`config.mk`:
```
export PLATFORM = sky130hd
export DESIGN_NAME = serial_byte_rx
export DESIGN_NICKNAME = d
export VERILOG_FILES = /design/src/rtl/serial_byte_rx.sv
export SDC_FILE = /design/constraint.sdc
export NUM_CORES = 1
export LEC_CHECK = 0
export BUFFER_PORTS_ARGS = -buffer_cell sky130_fd_sc_hd__buf_2
export CAP_MARGIN = 10
export CORE_ASPECT_RATIO = 0.7
export CORE_MARGIN = 2
export CORE_UTILIZATION = 59
export CTS_CLUSTER_DIAMETER = 150
export CTS_CLUSTER_SIZE = 25
export DETAILED_ROUTE_END_ITERATION = 16
export PLACE_DENSITY_LB_ADDON = 0.15
export REMOVE_ABC_BUFFERS = 1
export SLEW_MARGIN = 20
export SYNTH_ARGS = -nofsm -noshare
export SYNTH_HDL_FRONTEND = slang
export SYNTH_SLANG_ARGS = --single-unit
```
`constraint.sdc`:
```
create_clock -name clk -period 5.2 [get_ports clk]
set_clock_uncertainty 0.15 [all_clocks]
set_input_delay 0.26 -clock clk [delete_from_list [all_inputs] [get_ports clk]]
set_output_delay 0.26 -clock clk [all_outputs]
set_load 0.005 [all_outputs]
```
`src/rtl/serial_byte_rx.sv`:
```
// Serial byte receiver: 2-flop sync, start/data/stop deframer, show-ahead FIFO.
// Define SERIAL_RX_PARITY_EN to add an even-parity bit and the parity_err flag.
module serial_byte_rx #(
    parameter int CLKS_PER_BIT = 16,
    parameter int DATA_BITS    = 8,
    parameter int FIFO_DEPTH   = 4
) (
    input  logic                 clk,
    input  logic                 rst,
    input  logic                 rxd,
    input  logic                 rd_en,
    input  logic                 clr_err,
    output logic [DATA_BITS-1:0] dout,
    output logic                 valid,
    output logic                 overrun,
`ifdef SERIAL_RX_PARITY_EN
    output logic                 parity_err,
`endif
    output logic                 frame_err
);

    localparam int CW = $clog2(CLKS_PER_BIT);
    localparam int BW = $clog2(DATA_BITS + 1);
    localparam int AW = $clog2(FIFO_DEPTH);
    localparam int PW = AW + 1;

    localparam logic [CW-1:0] HALF_M1  = CW'(CLKS_PER_BIT / 2 - 1);
    localparam logic [CW-1:0] FULL_M1  = CW'(CLKS_PER_BIT - 1);
    localparam logic [BW-1:0] LAST_BIT = BW'(DATA_BITS - 1);

    typedef enum logic [2:0] {
        S_IDLE,
        S_START,
        S_DATA,
`ifdef SERIAL_RX_PARITY_EN
        S_PARITY,
`endif
        S_STOP
    } state_t;

    state_t               state_q, state_d;
    logic                 sync1_q, rxs_q, rxs_prev_q;
    logic [CW-1:0]        cnt_q, cnt_d;
    logic [BW-1:0]        bit_q, bit_d;
    logic [DATA_BITS-1:0] sh_q, sh_d;
    logic                 push_q, push_d;
    logic [DATA_BITS-1:0] push_data_q, push_data_d;
    logic                 frame_err_q, frame_err_d;
    logic                 overrun_q, overrun_d;
    logic                 ferr_ev;
    logic                 tick;
`ifdef SERIAL_RX_PARITY_EN
    logic                 par_bad_q, par_bad_d;
    logic                 par_err_q, par_err_d;
    logic                 perr_ev;
`endif

    logic [DATA_BITS-1:0] mem [FIFO_DEPTH];
    logic [PW-1:0]        wr_q, rd_q;
    logic                 empty, full, pop, wr_ok, ovf_ev;

    // rxs is the only view of the line the deframer ever uses
    always_ff @(posedge clk or posedge rst) begin
        if (rst) begin
            sync1_q    <= 1'b1;
            rxs_q      <= 1'b1;
            rxs_prev_q <= 1'b1;
        end else begin
            sync1_q    <= rxd;
            rxs_q      <= sync1_q;
            rxs_prev_q <= rxs_q;
        end
    end

    assign tick = (cnt_q == FULL_M1);

    always_comb begin
        state_d     = state_q;
        cnt_d       = cnt_q + CW'(1);
        bit_d       = bit_q;
        sh_d        = sh_q;
        push_d      = 1'b0;
        push_data_d = push_data_q;
        ferr_ev     = 1'b0;
`ifdef SERIAL_RX_PARITY_EN
        par_bad_d   = par_bad_q;
        perr_ev     = 1'b0;
`endif
        unique case (state_q)
            S_IDLE: begin
                cnt_d = '0;
                if (rxs_prev_q && !rxs_q) begin
                    state_d = S_START;
                    bit_d   = '0;
                end
            end
            S_START: begin
                if (cnt_q == HALF_M1) begin
                    cnt_d   = '0;
                    state_d = rxs_q ? S_IDLE : S_DATA;
                end
            end
            S_DATA: begin
                if (tick) begin
                    cnt_d = '0;
                    sh_d  = {rxs_q, sh_q[DATA_BITS-1:1]};
                    bit_d = bit_q + BW'(1);
                    if (bit_q == LAST_BIT) begin
`ifdef SERIAL_RX_PARITY_EN
                        state_d = S_PARITY;
`else
                        state_d = S_STOP;
`endif
                    end
                end
            end
`ifdef SERIAL_RX_PARITY_EN
            S_PARITY: begin
                if (tick) begin
                    cnt_d     = '0;
                    par_bad_d = ^{sh_q, rxs_q};
                    perr_ev   = ^{sh_q, rxs_q};
                    state_d   = S_STOP;
                end
            end
`endif
            S_STOP: begin
                if (tick) begin
                    cnt_d   = '0;
                    state_d = S_IDLE;
                    if (!rxs_q) begin
                        ferr_ev = 1'b1;
`ifdef SERIAL_RX_PARITY_EN
                    end else if (!par_bad_q) begin
`else
                    end else begin
`endif
                        push_d      = 1'b1;
                        push_data_d = sh_q;
                    end
                end
            end
            default: state_d = S_IDLE;
        endcase
    end

    // set wins over a coincident clear
    assign frame_err_d = (frame_err_q & ~clr_err) | ferr_ev;
    assign overrun_d   = (overrun_q & ~clr_err) | ovf_ev;
`ifdef SERIAL_RX_PARITY_EN
    assign par_err_d   = (par_err_q & ~clr_err) | perr_ev;
`endif

    always_ff @(posedge clk or posedge rst) begin
        if (rst) begin
            state_q     <= S_IDLE;
            cnt_q       <= '0;
            bit_q       <= '0;
            sh_q        <= '0;
            push_q      <= 1'b0;
            push_data_q <= '0;
            frame_err_q <= 1'b0;
            overrun_q   <= 1'b0;
        end else begin
            state_q     <= state_d;
            cnt_q       <= cnt_d;
            bit_q       <= bit_d;
            sh_q        <= sh_d;
            push_q      <= push_d;
            push_data_q <= push_data_d;
            frame_err_q <= frame_err_d;
            overrun_q   <= overrun_d;
        end
    end

`ifdef SERIAL_RX_PARITY_EN
    always_ff @(posedge clk or posedge rst) begin
        if (rst) begin
            par_bad_q <= 1'b0;
            par_err_q <= 1'b0;
        end else begin
            par_bad_q <= par_bad_d;
            par_err_q <= par_err_d;
        end
    end
    assign parity_err = par_err_q;
`endif

    // pointer MSB distinguishes full from empty when the indices match
    assign empty  = (wr_q == rd_q);
    assign full   = (wr_q[AW] != rd_q[AW]) &&
                    (wr_q[AW-1:0] == rd_q[AW-1:0]);
    assign pop    = rd_en && !empty;
    assign wr_ok  = push_q && (!full || pop);
    assign ovf_ev = push_q && full && !pop;

    always_ff @(posedge clk or posedge rst) begin
        if (rst) begin
            wr_q <= '0;
            rd_q <= '0;
        end else begin
            if (wr_ok) wr_q <= wr_q + PW'(1);
            if (pop)   rd_q <= rd_q + PW'(1);
        end
    end

    always_ff @(posedge clk) begin
        if (wr_ok) mem[wr_q[AW-1:0]] <= push_data_q;
    end

    assign valid     = !empty;
    assign dout      = empty ? '0 : mem[rd_q[AW-1:0]];
    assign overrun   = overrun_q;
    assign frame_err = frame_err_q;

endmodule

```
==> results.ini, run 1 <==
[detailed_routing]
drt_iter0_markers=58
antenna_left=0
drc=0
drt-total-wl_um=4910
wl_met2_um=2330
wl_met3_um=230
wl_per_cell_um=17.2
dr_total_vias=1618
dr.max_layer_used=met4
firstDrtPassIters=4
viasPerCell=5.68
wl_met1_um=2290

[critical_path]
crit_start=rd_q[0]
worstSetupPathType=reg2out
endpoint=dout[0]
start_kind=flop
cp.arrival_ns=2.47
rrSetupSlack_ns=2.97
reg2regPathDepth=3
crit_required_ns=4.79
endpoint_kind=output pin
worstReg2RegStart=rd_q[0]
cp_max_fo=11
rr_endpoint=mem[3][4]

[synth]
yosysTopAreaCellShare_pct=31.8
synth_top_area_cell=edfxtp_1
yosys_warnings=0
synth_area_per_cell_um2=16.2
synthArstFlopShare_pct=54.3
synth.cell_area_mm2=0.00302
synth-seq-cells=70
synth-main-ff-cell=dfrtp_1
yosysUniqueCellTypes=46
synth_area_leaders=edfxtp_1 (32%), dfrtp_1 (29%), mux2_2 (7.1%)
seq_area_frac_synth_pct=63.4
synth_cells=187
synth_edf_count=32

[job]
drv_cap=0

[floorplanning]
die_w_um=89.5
num_io_pins=16
fp.coreArea_mm2=0.00486
dieArea_mm2=0.00572
num_rows=21
initial_core_util_pct=62.1
die_h_um=63.9

[cells_and_area]
antennaDiodeCount=0
layout.nets=223
area_delta_synth_final_pct=11.9
nFillCells=329
drive_above_1_share_pct=28.2

[clock_network]
cts.sinks=70
tritoncts=built
clk_latency_ns=0.34
cts_root_buf=clkbuf_8
h-tree-depth=3
clk_path_buf_depth=2
cts_made_buffers=9
clk_pin_slew_worst_paths_ns=0.07

[power_and_ir_drop]
p_total_mw=1.03
power_frac_comb_pct=1.8
ir_drop_mv=0.193
p_int_mw=0.830
p_sw_share_pct=19.2
p_clk_share_pct=41.4
powerDensity_mw_per_mm2=304
p_leak_nw=1.46
p_sw_mw=0.198
p_seq_share_pct=56.9

[timing]
rsz0062_at_grt=no
finalCritPeriodShare_pct=55.5
relSlewSlack_pct=32.3
slew_viol_final=0
worstMarginPinSlew_ns=1.01
fmax_mhz=347
fin_setup_tns_ns=0
setup_viol_count_final=0
finalHoldViolCount=0
fin_crit_ns=2.88

[placed_design]
gp_congestion=0.803
portBuffers=15
dp_hpwl_um=3410

[outcome]
outcome=complete, no violations

[worst_hold_path]
hold_path_class=in2reg

[global_routing]
grt_pass1_vias=1666
overflow=0
antenna_found_initial=0
grt_pass1_wl_um=8250
track_usage_pct=20.1
grt_max_degree=39

## layout by cell type (no fill, tap or decap), types with 2 or more instances in the layout
| cell type | count |
|---|---|
| dfrtp_1 | 35 |
| edfxtp_1 | 32 |
| mux2_2 | 19 |
| buf_2 | 15 |
| nor2b_1 | 11 |
| clkbuf_8 | 10 |
| inv_1 | 9 |
| mux4_1 | 8 |
| ha_1 | 7 |
| xnor2_1 | 5 |
| nand3_1 | 4 |
| nor2_1 | 4 |
| and3_2 | 4 |
| nand2_1 | 3 |
| a21oi_1 | 3 |
| dfstp_2 | 3 |
| nor4_1 | 2 |
| xor2_4 | 2 |
| xor2_1 | 2 |
| nand2b_1 | 2 |
| o311ai_0 | 2 |
| nand4b_1 | 2 |
| clkinv_2 | 2 |
| clkbuf_1 | 2 |
| clkbuf_16 | 2 |
| dlygate4sd3_1 | 2 |
## kinds of logic after synthesis
group / after synthesis / share of synthesized area [%]
buf+inv: 14 / 2.28
xor+xnor: 9 / 3.85
compound gates: 17 / 4.27
flops: 70 / 63.4
simple gates: 42 / 8.91
mux: 28 / 14.4
fa+ha+maj: 7 / 2.90
## registers in the layout, indices dropped and copies added (netlist names), 2 cells and up
register     cells
rd_q             3
state_q          2
sh_q             8
mem             32
push_data_q      8
cnt_q            4
wr_q             3
bit_q            4
## per-stage QoR
step,hold WS (ns),worst slack (ns),instance area (µm²),instances,util (%)
4_1_cts,0.0258,2.34,3380,285,69.5
3_3_place_gp,0.197,2.89,3150,267,64.9
5_1_grt,0.0311,2.10,3380,285,69.5
6_report,0.0448,2.32,3380,285,69.5
2_1_floorplan,0.114,3.17,2990,182,-
3_5_place_dp,0.197,2.72,3150,267,64.9
## cells in the mapped netlist (2+ instances only)
master    number
a21oi_1        3
and3_2         4
buf_6          2
clkbuf_1       2
dfrtp_1       35
dfstp_2        3
edfxtp_1      32
ha_1           7
inv_1          9
mux2_2        19
mux4_1         8
nand2_1        3
nand2b_1       2
nand3_1        4
nand4b_1       2
nor2_1         4
nor2b_1       11
nor4_1         2
o311ai_0       2
xnor2_1        5
xor2_1         2
xor2_4         2
## power by group through the flow
stage / combinational (mW) / clock, mW / sequential [mW]
finish: 0.0180 / 0.425 / 0.584
global route: 0.0211 / 0.460 / 0.585
CTS: 0.0187 / 0.438 / 0.584
detailed placement: 0.0175 / 0 / 0.595
global placement: 0.0164 / 0 / 0.595
floorplan: 0.0119 / 0 / 0.593
## layer usage
metal | up-vias | global-route usage [%]
met5 | - | 0
met4 | 0 | 8.21
met3 | 6 | 6.59
met2 | 39 | 30.2
met1 | 812 | 27.2
li1 | 761 | -
## worst min path at each step
stage	startpoint	to	slack, ns	depth (start not counted)
5_1_grt	clr_err	overrun	0.03	3
4_1_cts	clr_err	overrun	0.03	3
6_report	clr_err	overrun	0.04	3
3_5_place_dp	sync1_q	rxs_q	0.20	0
2_1_floorplan	rxd	sync1_q	0.11	0
3_3_place_gp	sync1_q	rxs_q	0.20	0
## worst max-delay path, stage by stage, from the launching register on
cell and delay (ns):
dfrtp_1 0.74, xor2_4 0.18, nor3_1 0.84, and2b_1 0.26, buf_2 0.12
## cell type report
cell class	count	area (µm²)	area share [%]
sequential	70	1920	56.7
multi-input combinational	103	1040	30.7
clock buffer	14	195	5.78
timing repair buffer	18	103	3.04
tap	69	86.3	2.55
inverter	9	33.8	1.00
clock inverter	2	10.0	0.296
## what timing repair did
item	CTS	global route
hold buffers	2	0
hold endpoints to repair	36	0
buffers inserted	0	0
resized for setup	0	0
Power figures use the tool's default switching activity.
==> inputs of run 2 (changes only) <==
--- a/config.mk
+++ b/config.mk
@@ -5,6 +5,7 @@
 export SDC_FILE = /design/constraint.sdc
 export NUM_CORES = 1
 export LEC_CHECK = 0
+export ABC_AREA = 1
 export BUFFER_PORTS_ARGS = -buffer_cell sky130_fd_sc_hd__buf_2
 export CAP_MARGIN = 10
 export CORE_ASPECT_RATIO = 0.7
==> constraint.sdc (replaced) <==
create_clock -name clk -period 2.9 [get_ports clk]
set_clock_uncertainty 0.15 [all_clocks]
set_input_delay 0.145 -clock clk [delete_from_list [all_inputs] [get_ports clk]]
set_output_delay 0.145 -clock clk [all_outputs]
set_load 0.005 [all_outputs]
==> results.ini, run 2 <==
[outcome]
outcome=complete, no violations

[clock_network]
cts_made_buffers=9
clk_path_buf_depth=2
clk_pin_slew_worst_paths_ns=0.07
post-cts-setup-buffer-count=0
h-tree-depth=3
cts_root_buf=clkbuf_8
ctsResizeCount=0
cts.sinks=70
clk_latency_ns=0.34
tritoncts=built

[power_and_ir_drop]
p_sw_share_pct=34.0
ir_drop_mv=0.452
p_sw_mw=0.869
p_total_mw=2.56
p_clk_share_pct=27.6
power_frac_comb_pct=26.0
p_int_mw=1.69
powerDensity_mw_per_mm2=754
p_leak_nw=1.54
p_seq_share_pct=46.5

[timing]
finalCritPeriodShare_pct=80.4
relSlewSlack_pct=57.3
finalHoldViolCount=0
hold_ws_ns=0.212
fin_crit_ns=2.33
fmax_mhz=429
setup_viol_count_final=0
slew_viol_final=0
fin_setup_tns_ns=0
rsz0062_at_grt=no
fin_ws_ns=0.568
worstMarginPinSlew_ns=0.639

[cells_and_area]
layout_common_cells=nand2_1 (65), dfrtp_1 (35), inv_1 (34), edfxtp_1 (32), nor2_1 (30)
area_delta_synth_final_pct=10.6
mostFrequentLayoutCell=nand2_1
finalNonFillerCells=392
finalCoreUtilization_pct=69.4
layout.nets=330
post-route-cell-area_mm2=0.00339
largest_reg_flops=32
antennaDiodeCount=0
drive_above_1_share_pct=17.6

[synth]
synth_top_cells_by_count=nand2_1 (65), dfrtp_1 (35), inv_1 (34)
synth_most_common_cell=nand2_1
seq_area_frac_synth_pct=62.5
synth_edf_count=32
synth.cell_area_mm2=0.00307
yosysTopAreaCellShare_pct=31.3
synth-main-ff-cell=dfrtp_1
synth-seq-cells=70
synth_cells=295
synth_area_leaders=edfxtp_1 (31%), dfrtp_1 (29%), nand2_1 (8.0%)
synthArstFlopShare_pct=54.3
synth_area_per_cell_um2=10.4
yosys_warnings=0
synth_top_area_cell=edfxtp_1
yosysUniqueCellTypes=27

[placed_design]
dp_cells=372
portBuffers=15
place_area_mm2=0.00317
dp_hpwl_um=3940
gp_congestion=0.922
place_worst_setup_slack_ns=0.585

[global_routing]
grt_max_degree=39
overflow=0
antenna_found_initial=0
track_usage_pct=22.1
grt_pass1_vias=1904
grt_pass1_wl_um=9520

[worst_hold_path]
whs_endpoint=rxs_q
hold_depth=0
hold_path_class=reg2reg
min_from=sync1_q

[floorplanning]
dieArea_mm2=0.00580
die_h_um=64.3
num_rows=21
num_io_pins=16
fp.coreArea_mm2=0.00489
die_w_um=90.2
initial_core_util_pct=62.7

[critical_path]
reg2regPathDepth=7
rrSetupSlack_ns=0.57
rr_endpoint=mem[3][3]
endpoint_kind=flop
cp_max_fo=20
cp.arrival_ns=2.16
worstSetupPathType=reg2reg
start_kind=flop
worstReg2RegStart=rd_q[0]
crit_required_ns=2.72

[detailed_routing]
wl_per_cell_um=14.1
firstDrtPassIters=5
viasPerCell=5.26
dr_total_vias=2063
drt_iter0_markers=190
drc=0
drt-total-wl_um=5530
antenna_left=0

[job]
drv_cap=0

[run 2: cell families after synthesis]
| family | Yosys count | synth area share (%) |
|---|---|---|
| buffers and inverters | 46 | 6.94 |
| AO/OA/AOI/OAI | 46 | 8.73 |
| AND/OR/NAND/NOR | 123 | 18.2 |
| flip-flops | 70 | 62.5 |
| adder cells (fa/ha/maj) | 7 | 2.86 |
| XOR/XNOR | 3 | 0.857 |
[run 2: layout make-up]
| type | instances | area (µm²) |
|---|---|---|
| Sequential cell | 70 | 1920 |
| Fill cell | 379 | 1500 |
| Multi-Input combinational cell | 179 | 938 |
| Clock buffer | 11 | 151 |
| Inverter | 38 | 145 |
| Timing Repair Buffer | 20 | 123 |
| Tap cell | 69 | 86.3 |
| Clock inverter | 5 | 32.5 |
[run 2: how the worst max path moves through the flow]
stage          slack (ns)   endpoint  cells after the start    start
4_1_cts              0.56  mem[1][5]                      7  rd_q[0]
6_report             0.57  mem[3][3]                      7  rd_q[0]
3_5_place_dp         0.59  mem[3][6]                      7  rd_q[0]
3_3_place_gp         0.65  mem[1][3]                      7  rd_q[0]
2_1_floorplan        0.91  mem[0][0]                      7  rd_q[0]
5_1_grt              0.35  mem[0][0]                      7  rd_q[0]
[run 2: critical path: stages, from the launching register on]
cell	delay, ns
dfrtp_1	0.60
inv_4	0.26
nand2_1	0.08
nand2_1	0.10
nor2_4	0.05
nand2_2	0.09
nand2_2	0.11
nor2_1	0.52
[run 2: power groups by stage]
stage               combinational, mW  sequential, mW  clock [mW]
floorplan                       0.466            1.18           0
global placement                0.643            1.20           0
detailed placement              0.664            1.21           0
CTS                             0.672            1.18       0.723
global route                    0.776            1.20       0.762
finish                          0.664            1.19       0.705
[run 2: per-layer routing]
layer / global-route usage [%] / share of wire (%) / up-vias
li1: - / - / 1021
met1: 34.8 / 49 / 956
met2: 29.3 / 41 / 82
met3: 6.01 / 8.4 / 4
met4: 8.08 / 0.56 / 0
met5: 0 / 0 / -
[run 2: timing repair]
| item | CTS | global route |
|---|---|---|
| endpoints found under the hold margin | 41 | 0 |
| hold buffers | 4 | 0 |
| endpoints found under the setup margin | 0 | 0 |
